File: config.mk
export PLATFORM = sky130hd
export DESIGN_NAME = draw_text_box_flat
export DESIGN_NICKNAME = d
export VERILOG_FILES = /design/src/rtl/vga_pkg.sv /design/src/rtl/draw_text_box_pkg.sv /design/src/rtl/vga_if.sv /design/src/rtl/delay.sv /design/src/rtl/text_blink_ctrl.sv /design/src/rtl/draw_text_box.sv /design/src/flat_wrapper.sv
export SDC_FILE = /design/constraint.sdc
export NUM_CORES = 1
export LEC_CHECK = 0
export CORE_ASPECT_RATIO = 1.2
export CORE_MARGIN = 4
export CORE_UTILIZATION = 46
export DETAILED_ROUTE_END_ITERATION = 16
export PLACE_DENSITY = 0.74
export SYNTH_ARGS = -nofsm -noshare
export SYNTH_HDL_FRONTEND = slang
export SYNTH_HIERARCHICAL = 1
export SYNTH_SLANG_ARGS = --single-unit
export TNS_END_PERCENT = 10
File: constraint.sdc
create_clock -name clk -period 1.6 [get_ports clk]
set_input_delay 0.32 -clock clk [delete_from_list [all_inputs] [get_ports clk]]
set_output_delay 0.32 -clock clk [all_outputs]
set_load 0.01 [all_outputs]
File: src/rtl/vga_pkg.sv
// Shared VGA pipeline constants: counter widths, colour depth, glyph geometry
// and the default text colours used by the text overlay stages.
package vga_pkg;

  localparam int unsigned HCOUNT_W = 11;
  localparam int unsigned VCOUNT_W = 11;
  localparam int unsigned RGB_W    = 12;

  // Glyph cell geometry of the font ROM.
  localparam int unsigned CHAR_W          = 8;
  localparam int unsigned CHAR_H          = 16;
  localparam int unsigned CHAR_BIT_LENGTH = 8;

  localparam logic [RGB_W-1:0] TEXT_COLOR    = 12'hFF0;
  localparam logic [RGB_W-1:0] TEXT_BG_COLOR = 12'h00F;

endpackage

File: src/rtl/draw_text_box_pkg.sv
// Types and helpers for the text-box renderer: a packed copy of the vga_if
// fields, used to carry a pixel through the delay pipe, and the SCALE log2.
package draw_text_box_pkg;

  typedef struct packed {
    logic [vga_pkg::VCOUNT_W-1:0] vcount;
    logic                         vsync;
    logic                         vblnk;
    logic [vga_pkg::HCOUNT_W-1:0] hcount;
    logic                         hsync;
    logic                         hblnk;
    logic [vga_pkg::RGB_W-1:0]    rgb;
  } vga_bus_t;

  localparam int unsigned VgaBusW = $bits(vga_bus_t);

  // SCALE is restricted to 1, 2 or 4.
  function automatic int unsigned scale_log2(input int unsigned scale);
    case (scale)
      2:       return 1;
      4:       return 2;
      default: return 0;
    endcase
  endfunction

endpackage

File: src/rtl/vga_if.sv
// VGA timing/colour bundle passed between pipeline stages.
//   in  : consumer view (all fields inputs)
//   out : producer view (all fields outputs)
interface vga_if;

  logic [vga_pkg::VCOUNT_W-1:0] vcount;
  logic                         vsync;
  logic                         vblnk;
  logic [vga_pkg::HCOUNT_W-1:0] hcount;
  logic                         hsync;
  logic                         hblnk;
  logic [vga_pkg::RGB_W-1:0]    rgb;

  modport in  (input  vcount, vsync, vblnk, hcount, hsync, hblnk, rgb);
  modport out (output vcount, vsync, vblnk, hcount, hsync, hblnk, rgb);

endinterface

File: src/rtl/delay.sv
// Fixed-length shift-register delay with synchronous active-low clear.
//   clk, rst_n : clock, synchronous active-low reset (clears every stage)
//   din_i      : WIDTH-bit input
//   dout_o     : din_i delayed by CLK_DEL cycles
module delay #(
  parameter int unsigned WIDTH   = 8,
  parameter int unsigned CLK_DEL = 1
) (
  input  logic             clk,
  input  logic             rst_n,
  input  logic [WIDTH-1:0] din_i,
  output logic [WIDTH-1:0] dout_o
);

  logic [WIDTH-1:0] pipe_q [CLK_DEL];

  always_ff @(posedge clk) begin
    if (!rst_n) begin
      for (int i = 0; i < int'(CLK_DEL); i++) pipe_q[i] <= '0;
    end else begin
      pipe_q[0] <= din_i;
      for (int i = 1; i < int'(CLK_DEL); i++) pipe_q[i] <= pipe_q[i-1];
    end
  end

  assign dout_o = pipe_q[CLK_DEL-1];

endmodule

File: src/rtl/text_blink_ctrl.sv
// Frame-synchronous cursor control for the text box.
//   clk, rst_n      : pixel clock, synchronous active-low reset
//   vsync_i         : vsync of the incoming stream; rising edge = frame start
//   cursor_*_i      : requested cursor enable/position, latched at frame start
//   cursor_vis_en_o : cursor should be drawn this frame (enabled, blink on,
//                     position inside the grid)
//   cursor_col_o/row_o : latched cursor position
module text_blink_ctrl #(
  parameter int unsigned COLS         = 16,
  parameter int unsigned ROWS         = 16,
  parameter int unsigned BLINK_FRAMES = 30
) (
  input  logic                    clk,
  input  logic                    rst_n,
  input  logic                    vsync_i,
  input  logic                    cursor_en_i,
  input  logic [$clog2(COLS)-1:0] cursor_col_i,
  input  logic [$clog2(ROWS)-1:0] cursor_row_i,
  output logic                    cursor_vis_en_o,
  output logic [$clog2(COLS)-1:0] cursor_col_o,
  output logic [$clog2(ROWS)-1:0] cursor_row_o
);

  localparam int unsigned ColW = $clog2(COLS);
  localparam int unsigned RowW = $clog2(ROWS);
  localparam int unsigned CntW = (BLINK_FRAMES > 1) ? $clog2(BLINK_FRAMES) : 1;
  localparam logic [CntW-1:0] CntMax  = CntW'(BLINK_FRAMES - 1);
  // One extra bit so COLS/ROWS are representable for the range check.
  localparam logic [ColW:0]   ColsLim = (ColW + 1)'(COLS);
  localparam logic [RowW:0]   RowsLim = (RowW + 1)'(ROWS);

  logic            vsync_q;
  logic            frame_start;
  logic [CntW-1:0] frame_cnt_d, frame_cnt_q;
  logic            blink_phase_d, blink_phase_q;
  logic            cur_en_d, cur_en_q;
  logic [ColW-1:0] cur_col_d, cur_col_q;
  logic [RowW-1:0] cur_row_d, cur_row_q;

  always_comb begin
    frame_start   = vsync_i & ~vsync_q;
    frame_cnt_d   = frame_cnt_q;
    blink_phase_d = blink_phase_q;
    cur_en_d      = cur_en_q;
    cur_col_d     = cur_col_q;
    cur_row_d     = cur_row_q;
    if (frame_start) begin
      cur_en_d  = cursor_en_i;
      cur_col_d = cursor_col_i;
      cur_row_d = cursor_row_i;
      if (frame_cnt_q == CntMax) begin
        frame_cnt_d   = '0;
        blink_phase_d = ~blink_phase_q;
      end else begin
        frame_cnt_d = frame_cnt_q + CntW'(1);
      end
    end
  end

  always_ff @(posedge clk) begin
    if (!rst_n) begin
      vsync_q       <= 1'b0;
      frame_cnt_q   <= '0;
      blink_phase_q <= 1'b0;
      cur_en_q      <= 1'b0;
      cur_col_q     <= '0;
      cur_row_q     <= '0;
    end else begin
      vsync_q       <= vsync_i;
      frame_cnt_q   <= frame_cnt_d;
      blink_phase_q <= blink_phase_d;
      cur_en_q      <= cur_en_d;
      cur_col_q     <= cur_col_d;
      cur_row_q     <= cur_row_d;
    end
  end

  assign cursor_vis_en_o = cur_en_q & blink_phase_q
                         & ({1'b0, cur_col_q} < ColsLim)
                         & ({1'b0, cur_row_q} < RowsLim);
  assign cursor_col_o    = cur_col_q;
  assign cursor_row_o    = cur_row_q;

endmodule

File: src/rtl/draw_text_box.sv
// Text-box overlay stage: renders a COLS x ROWS grid of 8x16 glyphs at
// (X_POS, Y_POS), magnified by SCALE, with optional opaque background and a
// blinking cursor. Every vga_if field is delayed by 4 cycles.
//   clk, rst_n    : pixel clock, synchronous active-low reset
//   char_xy_o     : text-RAM address {row, col} (1 cycle after the pixel)
//   char_line_o   : font-ROM line index (2 cycles after the pixel)
//   char_pixels_i : font-ROM glyph line, MSB leftmost (3 cycles after)
//   cursor_*_i    : cursor enable/position, taken at frame start
//   vga_i / vga_o : incoming and outgoing pixel stream
module draw_text_box
  import draw_text_box_pkg::*;
#(
  parameter int unsigned               X_POS        = 0,
  parameter int unsigned               Y_POS        = 0,
  parameter int unsigned               COLS         = 16,
  parameter int unsigned               ROWS         = 16,
  parameter int unsigned               SCALE        = 1,
  parameter bit                        BG_EN        = 1'b0,
  parameter logic [vga_pkg::RGB_W-1:0] TEXT_COLOR   = vga_pkg::TEXT_COLOR,
  parameter logic [vga_pkg::RGB_W-1:0] BG_COLOR     = vga_pkg::TEXT_BG_COLOR,
  parameter int unsigned               BLINK_FRAMES = 30
) (
  input  logic                                 clk,
  input  logic                                 rst_n,
  input  logic [7:0]                           char_pixels_i,
  output logic [3:0]                           char_line_o,
  output logic [$clog2(ROWS)+$clog2(COLS)-1:0] char_xy_o,
  input  logic                                 cursor_en_i,
  input  logic [$clog2(COLS)-1:0]              cursor_col_i,
  input  logic [$clog2(ROWS)-1:0]              cursor_row_i,
  vga_if.in                                    vga_i,
  vga_if.out                                   vga_o
);

  localparam int unsigned ColW      = $clog2(COLS);
  localparam int unsigned RowW      = $clog2(ROWS);
  localparam int unsigned ScaleLog2 = scale_log2(SCALE);
  localparam int          XEnd      = int'(X_POS + COLS * vga_pkg::CHAR_W * SCALE);
  localparam int          YEnd      = int'(Y_POS + ROWS * vga_pkg::CHAR_H * SCALE);

  // Bounds are checked on the raw counters, so pixels left/above the box can
  // never alias into it through a negative offset.
  function automatic logic in_box(input int h, input int v);
    return (h >= int'(X_POS)) && (h < XEnd) && (v >= int'(Y_POS)) && (v < YEnd);
  endfunction

  // Stage 0: address generation from the undelayed pixel.
  vga_bus_t             bus_in;
  int                   hx_in, vy_in;
  logic [RowW+ColW-1:0] char_xy_d, char_xy_q;
  logic [3:0]           line_d, line_q;

  always_comb begin
    bus_in.vcount = vga_i.vcount;
    bus_in.vsync  = vga_i.vsync;
    bus_in.vblnk  = vga_i.vblnk;
    bus_in.hcount = vga_i.hcount;
    bus_in.hsync  = vga_i.hsync;
    bus_in.hblnk  = vga_i.hblnk;
    bus_in.rgb    = vga_i.rgb;

    hx_in     = int'(vga_i.hcount) - int'(X_POS);
    vy_in     = int'(vga_i.vcount) - int'(Y_POS);
    char_xy_d = '0;
    line_d    = '0;
    if (in_box(int'(vga_i.hcount), int'(vga_i.vcount))) begin
      char_xy_d = {RowW'(vy_in >> (4 + ScaleLog2)), ColW'(hx_in >> (3 + ScaleLog2))};
      line_d    = 4'(vy_in >> ScaleLog2);
    end
  end

  // The leading 1 marks real pixels; it shifts in behind the cleared stages
  // after reset so the output stays black until the pipe has refilled.
  logic [VgaBusW:0] pipe_out;
  logic             valid_d3;
  vga_bus_t         bus_d3;

  delay #(
    .WIDTH  (VgaBusW + 1),
    .CLK_DEL(3)
  ) u_vga_pipe (
    .clk   (clk),
    .rst_n (rst_n),
    .din_i ({1'b1, bus_in}),
    .dout_o(pipe_out)
  );

  assign valid_d3 = pipe_out[VgaBusW];
  assign bus_d3   = pipe_out[VgaBusW-1:0];

  delay #(
    .WIDTH  (4),
    .CLK_DEL(1)
  ) u_line_pipe (
    .clk   (clk),
    .rst_n (rst_n),
    .din_i (line_q),
    .dout_o(char_line_o)
  );

  logic            cursor_vis;
  logic [ColW-1:0] cur_col;
  logic [RowW-1:0] cur_row;

  text_blink_ctrl #(
    .COLS        (COLS),
    .ROWS        (ROWS),
    .BLINK_FRAMES(BLINK_FRAMES)
  ) u_blink (
    .clk            (clk),
    .rst_n          (rst_n),
    .vsync_i        (vga_i.vsync),
    .cursor_en_i    (cursor_en_i),
    .cursor_col_i   (cursor_col_i),
    .cursor_row_i   (cursor_row_i),
    .cursor_vis_en_o(cursor_vis),
    .cursor_col_o   (cur_col),
    .cursor_row_o   (cur_row)
  );

  // Stage 3: colour selection once the glyph line has arrived.
  int              hx3, vy3;
  logic            box3;
  logic [ColW-1:0] col3;
  logic [RowW-1:0] row3;
  logic [2:0]      bit_idx;
  logic            glyph_on;
  logic            cursor_cell;
  vga_bus_t        out_d, out_q;

  always_comb begin
    hx3         = int'(bus_d3.hcount) - int'(X_POS);
    vy3         = int'(bus_d3.vcount) - int'(Y_POS);
    box3        = in_box(int'(bus_d3.hcount), int'(bus_d3.vcount));
    col3        = ColW'(hx3 >> (3 + ScaleLog2));
    row3        = RowW'(vy3 >> (4 + ScaleLog2));
    bit_idx     = 3'(hx3 >> ScaleLog2);
    glyph_on    = char_pixels_i[3'd7 - bit_idx];
    cursor_cell = cursor_vis & (col3 == cur_col) & (row3 == cur_row);

    out_d = bus_d3;
    if (!valid_d3) begin
      out_d = '0;
    end else if (bus_d3.hblnk | bus_d3.vblnk) begin
      out_d.rgb = '0;
    end else if (box3) begin
      if (glyph_on)        out_d.rgb = cursor_cell ? BG_COLOR : TEXT_COLOR;
      else if (cursor_cell) out_d.rgb = TEXT_COLOR;
      else if (BG_EN)      out_d.rgb = BG_COLOR;
    end
  end

  always_ff @(posedge clk) begin
    if (!rst_n) begin
      char_xy_q <= '0;
      line_q    <= '0;
      out_q     <= '0;
    end else begin
      char_xy_q <= char_xy_d;
      line_q    <= line_d;
      out_q     <= out_d;
    end
  end

  assign char_xy_o    = char_xy_q;
  assign vga_o.vcount = out_q.vcount;
  assign vga_o.vsync  = out_q.vsync;
  assign vga_o.vblnk  = out_q.vblnk;
  assign vga_o.hcount = out_q.hcount;
  assign vga_o.hsync  = out_q.hsync;
  assign vga_o.hblnk  = out_q.hblnk;
  assign vga_o.rgb    = out_q.rgb;

endmodule
File: src/flat_wrapper.sv
// flat-port wrapper written by rule: the top's interface ports become plain ports
module draw_text_box_flat import draw_text_box_pkg::*;
#(
  parameter int unsigned               X_POS        = 0,
  parameter int unsigned               Y_POS        = 0,
  parameter int unsigned               COLS         = 16,
  parameter int unsigned               ROWS         = 16,
  parameter int unsigned               SCALE        = 1,
  parameter bit                        BG_EN        = 1'b0,
  parameter logic [vga_pkg::RGB_W-1:0] TEXT_COLOR   = vga_pkg::TEXT_COLOR,
  parameter logic [vga_pkg::RGB_W-1:0] BG_COLOR     = vga_pkg::TEXT_BG_COLOR,
  parameter int unsigned               BLINK_FRAMES = 30
)
  (clk, rst_n, char_pixels_i, char_line_o, char_xy_o, cursor_en_i, cursor_col_i, cursor_row_i, vga_i_vcount, vga_i_vsync, vga_i_vblnk, vga_i_hcount, vga_i_hsync, vga_i_hblnk, vga_i_rgb, vga_o_vcount, vga_o_vsync, vga_o_vblnk, vga_o_hcount, vga_o_hsync, vga_o_hblnk, vga_o_rgb);
  vga_if vga_i_i ();
  vga_if vga_o_i ();
  input  logic clk;
  input  logic rst_n;
  input  logic [7:0] char_pixels_i;
  output logic [3:0] char_line_o;
  output logic [$clog2(ROWS)+$clog2(COLS)-1:0] char_xy_o;
  input  logic cursor_en_i;
  input  logic [$clog2(COLS)-1:0] cursor_col_i;
  input  logic [$clog2(ROWS)-1:0] cursor_row_i;
  input wire logic [$bits(vga_i_i.vcount)-1:0] vga_i_vcount;
  input wire logic [$bits(vga_i_i.vsync)-1:0] vga_i_vsync;
  input wire logic [$bits(vga_i_i.vblnk)-1:0] vga_i_vblnk;
  input wire logic [$bits(vga_i_i.hcount)-1:0] vga_i_hcount;
  input wire logic [$bits(vga_i_i.hsync)-1:0] vga_i_hsync;
  input wire logic [$bits(vga_i_i.hblnk)-1:0] vga_i_hblnk;
  input wire logic [$bits(vga_i_i.rgb)-1:0] vga_i_rgb;
  output wire logic [$bits(vga_o_i.vcount)-1:0] vga_o_vcount;
  output wire logic [$bits(vga_o_i.vsync)-1:0] vga_o_vsync;
  output wire logic [$bits(vga_o_i.vblnk)-1:0] vga_o_vblnk;
  output wire logic [$bits(vga_o_i.hcount)-1:0] vga_o_hcount;
  output wire logic [$bits(vga_o_i.hsync)-1:0] vga_o_hsync;
  output wire logic [$bits(vga_o_i.hblnk)-1:0] vga_o_hblnk;
  output wire logic [$bits(vga_o_i.rgb)-1:0] vga_o_rgb;
  assign vga_i_i.vcount = vga_i_vcount;
  assign vga_i_i.vsync = vga_i_vsync;
  assign vga_i_i.vblnk = vga_i_vblnk;
  assign vga_i_i.hcount = vga_i_hcount;
  assign vga_i_i.hsync = vga_i_hsync;
  assign vga_i_i.hblnk = vga_i_hblnk;
  assign vga_i_i.rgb = vga_i_rgb;
  assign vga_o_vcount = vga_o_i.vcount;
  assign vga_o_vsync = vga_o_i.vsync;
  assign vga_o_vblnk = vga_o_i.vblnk;
  assign vga_o_hcount = vga_o_i.hcount;
  assign vga_o_hsync = vga_o_i.hsync;
  assign vga_o_hblnk = vga_o_i.hblnk;
  assign vga_o_rgb = vga_o_i.rgb;
  draw_text_box #(.X_POS(X_POS), .Y_POS(Y_POS), .COLS(COLS), .ROWS(ROWS), .SCALE(SCALE), .BG_EN(BG_EN), .TEXT_COLOR(TEXT_COLOR), .BG_COLOR(BG_COLOR), .BLINK_FRAMES(BLINK_FRAMES)) u_core (.clk(clk), .rst_n(rst_n), .char_pixels_i(char_pixels_i), .char_line_o(char_line_o), .char_xy_o(char_xy_o), .cursor_en_i(cursor_en_i), .cursor_col_i(cursor_col_i), .cursor_row_i(cursor_row_i), .vga_i(vga_i_i), .vga_o(vga_o_i));
endmodule
==> results of run 1 <==
==> worst max path at each step <==
stage | end | depth (start not counted) | startpoint
floorplan | u_core/vga_o.rgb[10] | 5 | u_core/u_vga_pipe/pipe_q[0][92]
global placement | u_core/vga_o.rgb[11] | 5 | char_pixels_i[4]
detailed placement | u_core/vga_o.rgb[8] | 5 | char_pixels_i[0]
CTS | u_core/vga_o.rgb[2] | 4 | u_core/u_vga_pipe/pipe_q[0][92]
global route | u_core/vga_o.rgb[2] | 4 | u_core/u_vga_pipe/pipe_q[0][92]
finish | u_core/vga_o.rgb[2] | 4 | u_core/u_vga_pipe/pipe_q[0][101]
==> area by class of cell <==
cell class,count,area (sq um)
multi-input combinational,258,1730
inverter,10,37.5
sequential,187,3750
clock buffer,23,488
tap,164,205
timing repair buffer,117,1210
fill,1031,5130
clock inverter,6,113
==> per-stage QoR <==
stage | setup slack (ps) | std cells | instance area [sq um] | setup TNS [ps]
after detailed placement | -568 | 736 | 6850 | -6600
final | -107 | 765 | 7540 | -916
after floorplan | -38.8 | 516 | 5930 | -364
after CTS | -114 | 765 | 7450 | -1060
after global placement | -382 | 736 | 6850 | -4650
after global routing | -201 | 765 | 7540 | -2030
==> Yosys cell counts (3+ instances only) <==
| library cell | n |
|---|---|
| buf_6 | 5 |
| a31oi_1 | 8 |
| dfxtp_1 | 187 |
| or3_1 | 3 |
| xnor2_1 | 9 |
| o21ai_0 | 8 |
| a21boi_0 | 9 |
| and2_1 | 134 |
| buf_4 | 40 |
| inv_1 | 10 |
| a211oi_1 | 5 |
| nand2_1 | 21 |
| nand4_1 | 4 |
| and3_1 | 25 |
| buf_2 | 9 |
| nor2_1 | 4 |
| clkbuf_1 | 6 |
==> where the power goes <==
part / internal (uW) / switching [uW]
combinational: 257 / 185
clock: 2600 / 1550
sequential: 4800 / 50.7
total: 7660 / 1790
==> kinds of logic (layout without fill, tap and decap cells) <==
family                     Yosys count  after routing  share of synthesized area
other                                1              1                   0.000632
and+or+nand+nor                    207            207                      0.217
DFF                                187            187                      0.631
muxes                                3              3                     0.0126
xor gates and xnor gates            10             10                     0.0148
AOI/OAI and AO/OA                   35             35                     0.0411
adders and majority gates            2              2                    0.00422
buffers and inverters               71            156                     0.0786
==> critical path, stage by stage (launching register included) <==
cell,delay [ps]
dfxtp_1,330
nor4_4,280
nand4_1,240
or3_4,500
a211oi_1,250
==> layout by cell type, fill, tap and decap left out, types with 2 or more instances in the layout <==
| cell | n |
|---|---|
| dfxtp_1 | 186 |
| and2_1 | 134 |
| clkdlybuf4s50_1 | 60 |
| dlymetal6s2s_1 | 34 |
| and3_1 | 25 |
| nand2_1 | 21 |
| clkbuf_16 | 17 |
| buf_4 | 12 |
| dlygate4sd2_1 | 11 |
| inv_1 | 10 |
| xnor2_1 | 9 |
| a21boi_0 | 9 |
| a31oi_1 | 8 |
| o21ai_0 | 8 |
| a211oi_1 | 5 |
| clkbuf_8 | 4 |
| nand4_1 | 4 |
| nor2_1 | 4 |
| bufinv_16 | 3 |
| or3_1 | 3 |
| clkinv_4 | 2 |
| clkbuf_1 | 2 |
| mux4_2 | 2 |
| nand3_1 | 2 |
| ha_1 | 2 |
==> timing repair <==
item | in CTS | in global routing
pin swaps | 1 | 1
resized for setup | 15 | 34
setup endpoints to repair | 23 | 46
==> flip-flops by register name (all words and copies together), names as in the netlist, 5 cells and up <==
register,flops
u_core/u_vga_pipe/pipe_q,117
u_core/vga_o.rgb,12
u_core/vga_o.hcount,11
u_core/vga_o.vcount,11
u_core/char_xy_o,8
u_core/u_blink/frame_cnt_q,5
==> metal layers <==
layer  up-vias  global-route usage  part of all wire
li1       1755                   -                 -
met1      1459               0.163              0.45
met2        96               0.227              0.47
met3        22              0.0512             0.052
met4         0              0.0723             0.027
met5         -                   0                 0
==> impl_summary.md, run 1 <==
Synthesis
Yosys printed 6 warnings. Summed over all instances, the cell type with the most area after synthesis is dfxtp_1. Counting flops and latches in the post-synthesis netlist gives 187. The share of synthesized area in the top cell type comes to 0.631. The fraction of the yosys area taken by sequential cells is 0.631.

The post-synthesis async set-or-reset flop share is 0. Yosys attributes the largest share of cell area to dfxtp_1 (63%), and2_1 (14%), buf_4 (5.1%). The area of the mapped netlist is slightly below 6000 sq um. In this run the mean area of a mapped cell was 11.5 sq um. The number of enable flip-flop cells after synthesis is 0.

For this run, the leading register cell type out of synthesis is dfxtp_1. The synthesized instance count is 516. The number of nets handed over by synthesis was 575. The unique cell type count in the Yosys netlist is 42.

Power
The worst-case IR drop observed on VDD is 0.602 mV. The ratio of total power to cell area is 1250 nW/um^2. Power comes to about 9400 uW. Summed over all cells, the static leakage comes to 0.00372 uW.

Floorplan
The placeable core region is roughly 13,000 sq um. The die footprint is 14,800 sq um. approximately 110 I/O pins were placed. The die is around 110 microns wide. In this run the core area contains between 40 and 50 standard-cell rows. The floorplan step set the die height to roughly 130 microns.

The initial utilization of the core area, before any placement, comes to 0.469.

Placed design
After legalization and detailed placement, the total HPWL measured slightly above 7000 microns. Routability-driven placement finished with a final weighted congestion of between 0.7 and 0.8. During placement, the flow inserted port buffers numbering between 100 and 150.

Worst setup path
The launch instance of the worst register-to-register path is u_core/u_vga_pipe/pipe_q[0][101]. The end of the worst register-to-register path is u_core/vga_o.rgb[2]. The sort of element at the start of the critical path is a flop. The category of the worst setup path capture point is a flop.

For the worst setup path, the data arrival time is between 2000 and 2500 ps. The category of the most critical setup path is reg -> reg. The critical path data required time is 1910 ps.

The setup slack on the worst flop-to-flop path is -110 ps. The peak fanout along the critical path is 12. The worst reg2reg path depth is 4.

Global route
The overall track demand over capacity in global routing is 0.140. The number of global-route vias before repair is about 3.5k. The pin count of the biggest net entering global routing is 46. The number of antenna violations at the first check in global routing was 0. The wire length of the first global-routing pass is around 17,000 microns.

The leftover overflow at the end of global routing is 0.

Finish
Once layout is complete, the utilization of the core stands at 0.595. The layout overhead on the synthesized area is 27.0%. The number of nets in the layout is 650.

In the final layout, the share of cells above drive strength 1 is 0.0882. The antenna diode count is 0.

Timing
The actual transition at the worst max-transition pin is ~500 ps. The final critical-path share of the clock period is 1.07. After layout, the worst setup slack is -107 ps. Setup violations remaining at the end of the flow were counted as 12.

The count of pins over their slew limit is 0. The final count of hold timing violations is 0. The time the worst path needs with I/O delays and setup is between 1500 and 2000 ps.

Headroom to the max-slew limit came out at 0.662. On the final layout, the worst hold slack is ~290 ps. Clock skew on the completed layout was measured at 5.90 ps.

Setup repair after global routing could not meet its margin everywhere. Static timing analysis puts the maximum clock frequency at 586 MHz.

Detailed routing
Summed over all layers, the routed wires come to ~10000 microns. For this run, design rule violations remaining after detail routing come to 0. The number of iterations in the first detailed-routing pass is 4.

The detailed router finished its first iteration with 150 violations. The detail route stage leaves a number of antenna-violating nets equal to 0. The detailed router placed about 3.3k vias in this run. Dividing the detail-routed via count by the number of cells gives between 4 and 5. The final routed wire length divided by cell count is approximately 13 microns.

Status
The final reports fail on negative setup slack. The flow ran to the end, but the final reports show violations.

Clock network
Clock tree synthesis inserted a total of 17 buffers. TritonCTS built the clock tree. Hold repair after CTS inserted 0 buffers. In this run the clock root is driven by a clkbuf_16. Clock-pin slew was measured on the worst setup and hold paths at roughly 60 ps. The clock net in this run drives a total of 187 sinks.

The post-CTS repair timing setup buffer count is 0. The clock latency on the worst-skew pair is around 400 ps. In this run the number of H-tree levels came out at 4.

No sink is reached through more buffers than the 2 on the longest clock path.

Min path
The tightest min-delay check is of the in -> reg type. In this run the most critical hold path is launched from rst_n. The path with the worst hold slack has its endpoint at u_core/u_vga_pipe/pipe_q[0][68]. Along the worst hold path, the cell count comes to 2.

Job
Across the run, the number of max-cap violations was 0.
Note: power is estimated with default switching activity, not from simulation.
==> run 2, diff against run 1 <==
CORE_MARGIN = 3   (was 4)
GPL_TIMING_DRIVEN = 0   (was unset)
SKIP_LAST_GASP = 1   (was unset)
==> run 2 against run 1 <==
  * The flow still finishes with violations (negative setup slack)
  * Cell area grew 3.6%
  * Global-route usage grew 0.79 points
  * Combinational power grew 18%
  * Via count grew 6.4%
  * Clock skew shrank 0.57 ps
  * Critical path depth grew 2
==> impl_summary.md, run 2 (synthesis results as in run 1) <==
Power
The ratio of total power to cell area is roughly 1100 nW/um^2. The total power is between 8000 and 9000 uW. In this run the static leakage power is about 0.0033 uW. IR analysis of the VDD net gives a maximum drop of 0.640 mV.

Finish
The number of nets in the layout is about 710. 0 antenna diodes ended up in the layout. Relative to the synthesized area, the layout overhead comes to 31.6%. In the layout the commonest cells are dfxtp_1 (186), and2_1 (134), clkdlybuf4s50_1 (105). The most frequent standard cell in the layout excluding fill and tap cells is dfxtp_1. In the final layout, the share of cells above drive strength 1 is 0.163. Counting flops per register, the top entry is u_core/u_vga_pipe/pipe_q. The number of flip-flops in the largest register is 117.

Clock network
TritonCTS built the clock tree. Clock tree synthesis inserted a total of 17 buffers. The CTS H-tree depth is 4. The clock latency on the worst-skew pair is 400 ps. The clock net in this run drives a total of ~190 sinks.

The cell chosen for the clock root is clkbuf_16. In this run, post-CTS hold repair placed 0 buffers. Counting along the longest clock path gives a buffer depth of 2. Clock-pin slew was measured on the worst setup and hold paths at about 60 ps.

Global route
The leftover overflow at the end of global routing is 0. The number of antenna violations at the first check in global routing was 0. The first global-routing pass estimated approximately 16,000 microns of wire.

The number of global-route vias before repair is between 3k and 4k. Across every metal layer, demand over resource in global routing totals 0.148. The pin count of the biggest net entering global routing is 28.

Timing
The final setup violation count is 13. The final critical-path share of the clock period is 1.13. Subtracting the final worst setup slack from the clock period gives between 1500 and 2000 ps. The smallest setup slack after layout is -213 ps. The final setup TNS is -2090 ps.

The clock tree skew after final layout is about 5.3 ps. At the pin with the least slew margin, the transition time is approximately 600 ps. The relative slew slack is 0.599.

The final count of hold timing violations is 0. Setup repair after global routing could not meet its margin everywhere. The highest clock frequency the design can meet is approximately 550 MHz.

The count of pins over their slew limit was 0.

Detailed routing
The remaining design rule violation count is 0. The total length of routed wires is 10,200 microns. The vias after detailed routing is 3,546. For this block, the initial DRC count from the detailed router was between 60 and 70.

After detailed routing, the number of vias per cell comes to about 4.3. The number of iterations in the first detailed-routing pass is 6. The count of antenna-violating nets left after detailed routing is 0. The final routed wire length divided by cell count is ~12 microns.

Floorplan
The total area inside the core boundary comes to roughly 12,000 sq um. The top-level port count is between 100 and 150. The die footprint is roughly 14,000 sq um. The effective utilization at floorplan is 0.481.

The die height is around 130 microns. The die boundary width is about 110 microns. The floorplan has 44 rows.

Worst setup path
The worst register-to-register path begins at u_core/u_vga_pipe/pipe_q[0][92]. The critical path data required time is roughly 1900 ps. For the worst setup path, the data arrival time is between 2000 and 2500 ps. The startpoint of the worst setup timing path is u_core/u_vga_pipe/pipe_q[0][92]. The worst setup path is launched from a flop.

STA classifies the critical path endpoint as a flop. In this run the worst path has a maximum fanout of 5. The category of the most critical setup path is reg -> reg.

Placed design
At the end of routability-driven placement, the weighted congestion stood at 0.834. Detailed placement ended at an HPWL of approximately 7500 microns. The worst-case setup slack after placement is -844 ps. The number of input and output port buffers inserted is roughly 110.

Min path
In this run the most critical hold path is launched from u_core/u_vga_pipe/pipe_q[0][68]. The classification of the worst-slack hold path is reg -> reg.

Status
The checks that failed: negative setup slack. The flow ran to the end, but the final reports show violations.

Job
Across the run, the number of max-cap violations was 0.
-- run 2: changes by cell type in the layout (fill, tap and decap cells not counted), sizes merged --
cell	before	now
dlymetal6s2s	34	0
bufinv	3	0
dlygate4sd2	11	0
clkbuf	23	30
clkdlybuf4s15	0	1
clkdlybuf4s50	60	105
clkinvlp	0	2
clkinv	3	4
buf	12	61
-- run 2: worst max-delay path, cell delays in order, from the launching register on --
cell and delay [ps]:
dfxtp_2 340, buf_6 110, mux4_2 530, mux2i_4 250, nor4b_4 240, buf_4 180
a211oi_2 40
-- run 2: final timing paths --
path                                                    endpoint  slack, ps  cells past startpoint
worst min-delay path            u_core/u_vga_pipe/pipe_q[0][107]        430                      1
worst max register to register               u_core/vga_o.rgb[2]       -210                      6
worst min register to register  u_core/u_vga_pipe/pipe_q[0][107]        430                      1
worst max-delay path                         u_core/vga_o.rgb[2]       -210                      6
-- run 2: layout make-up --
cell class	count	area (sq um)
Clock buffer	24	472
Timing Repair Buffer	113	1110
Multi-Input combinational cell	258	1770
Buffer	60	428
Inverter	10	37.5
Clock inverter	6	42.5
Sequential cell	187	3740
Tap cell	161	201
Fill cell	1002	4520
-- run 2: timing repair --
item,4_1_cts,5_1_grt
setup endpoints to repair,101,47
cloned,0,0
pin swaps,1,4
gates resized for setup,4,10
setup buffers,1,7
-- run 2: stage by stage --
stage	std cells	area (sq um)	hold WS, ps	utilization
2_1_floorplan	516	5930	406	-
3_3_place_gp	783	7190	414	0.583
3_5_place_dp	783	7190	417	0.583
4_1_cts	813	7720	430	0.626
5_1_grt	819	7810	443	0.633
6_report	819	7810	430	0.633
-- run 2: power breakdown --
part           internal (uW)  total [uW]  switching (uW)
clock                   2050        3580            1530
combinational            312         521             209
sequential              4800        4840            43.3
-- run 2: layer usage --
metal	up-vias	global-route usage	wire length (microns)
met5	-	0	0
met4	0	0.0580	161
met3	11	0.0423	481
met2	83	0.255	5170
met1	1576	0.174	4410
li1	1876	-	-
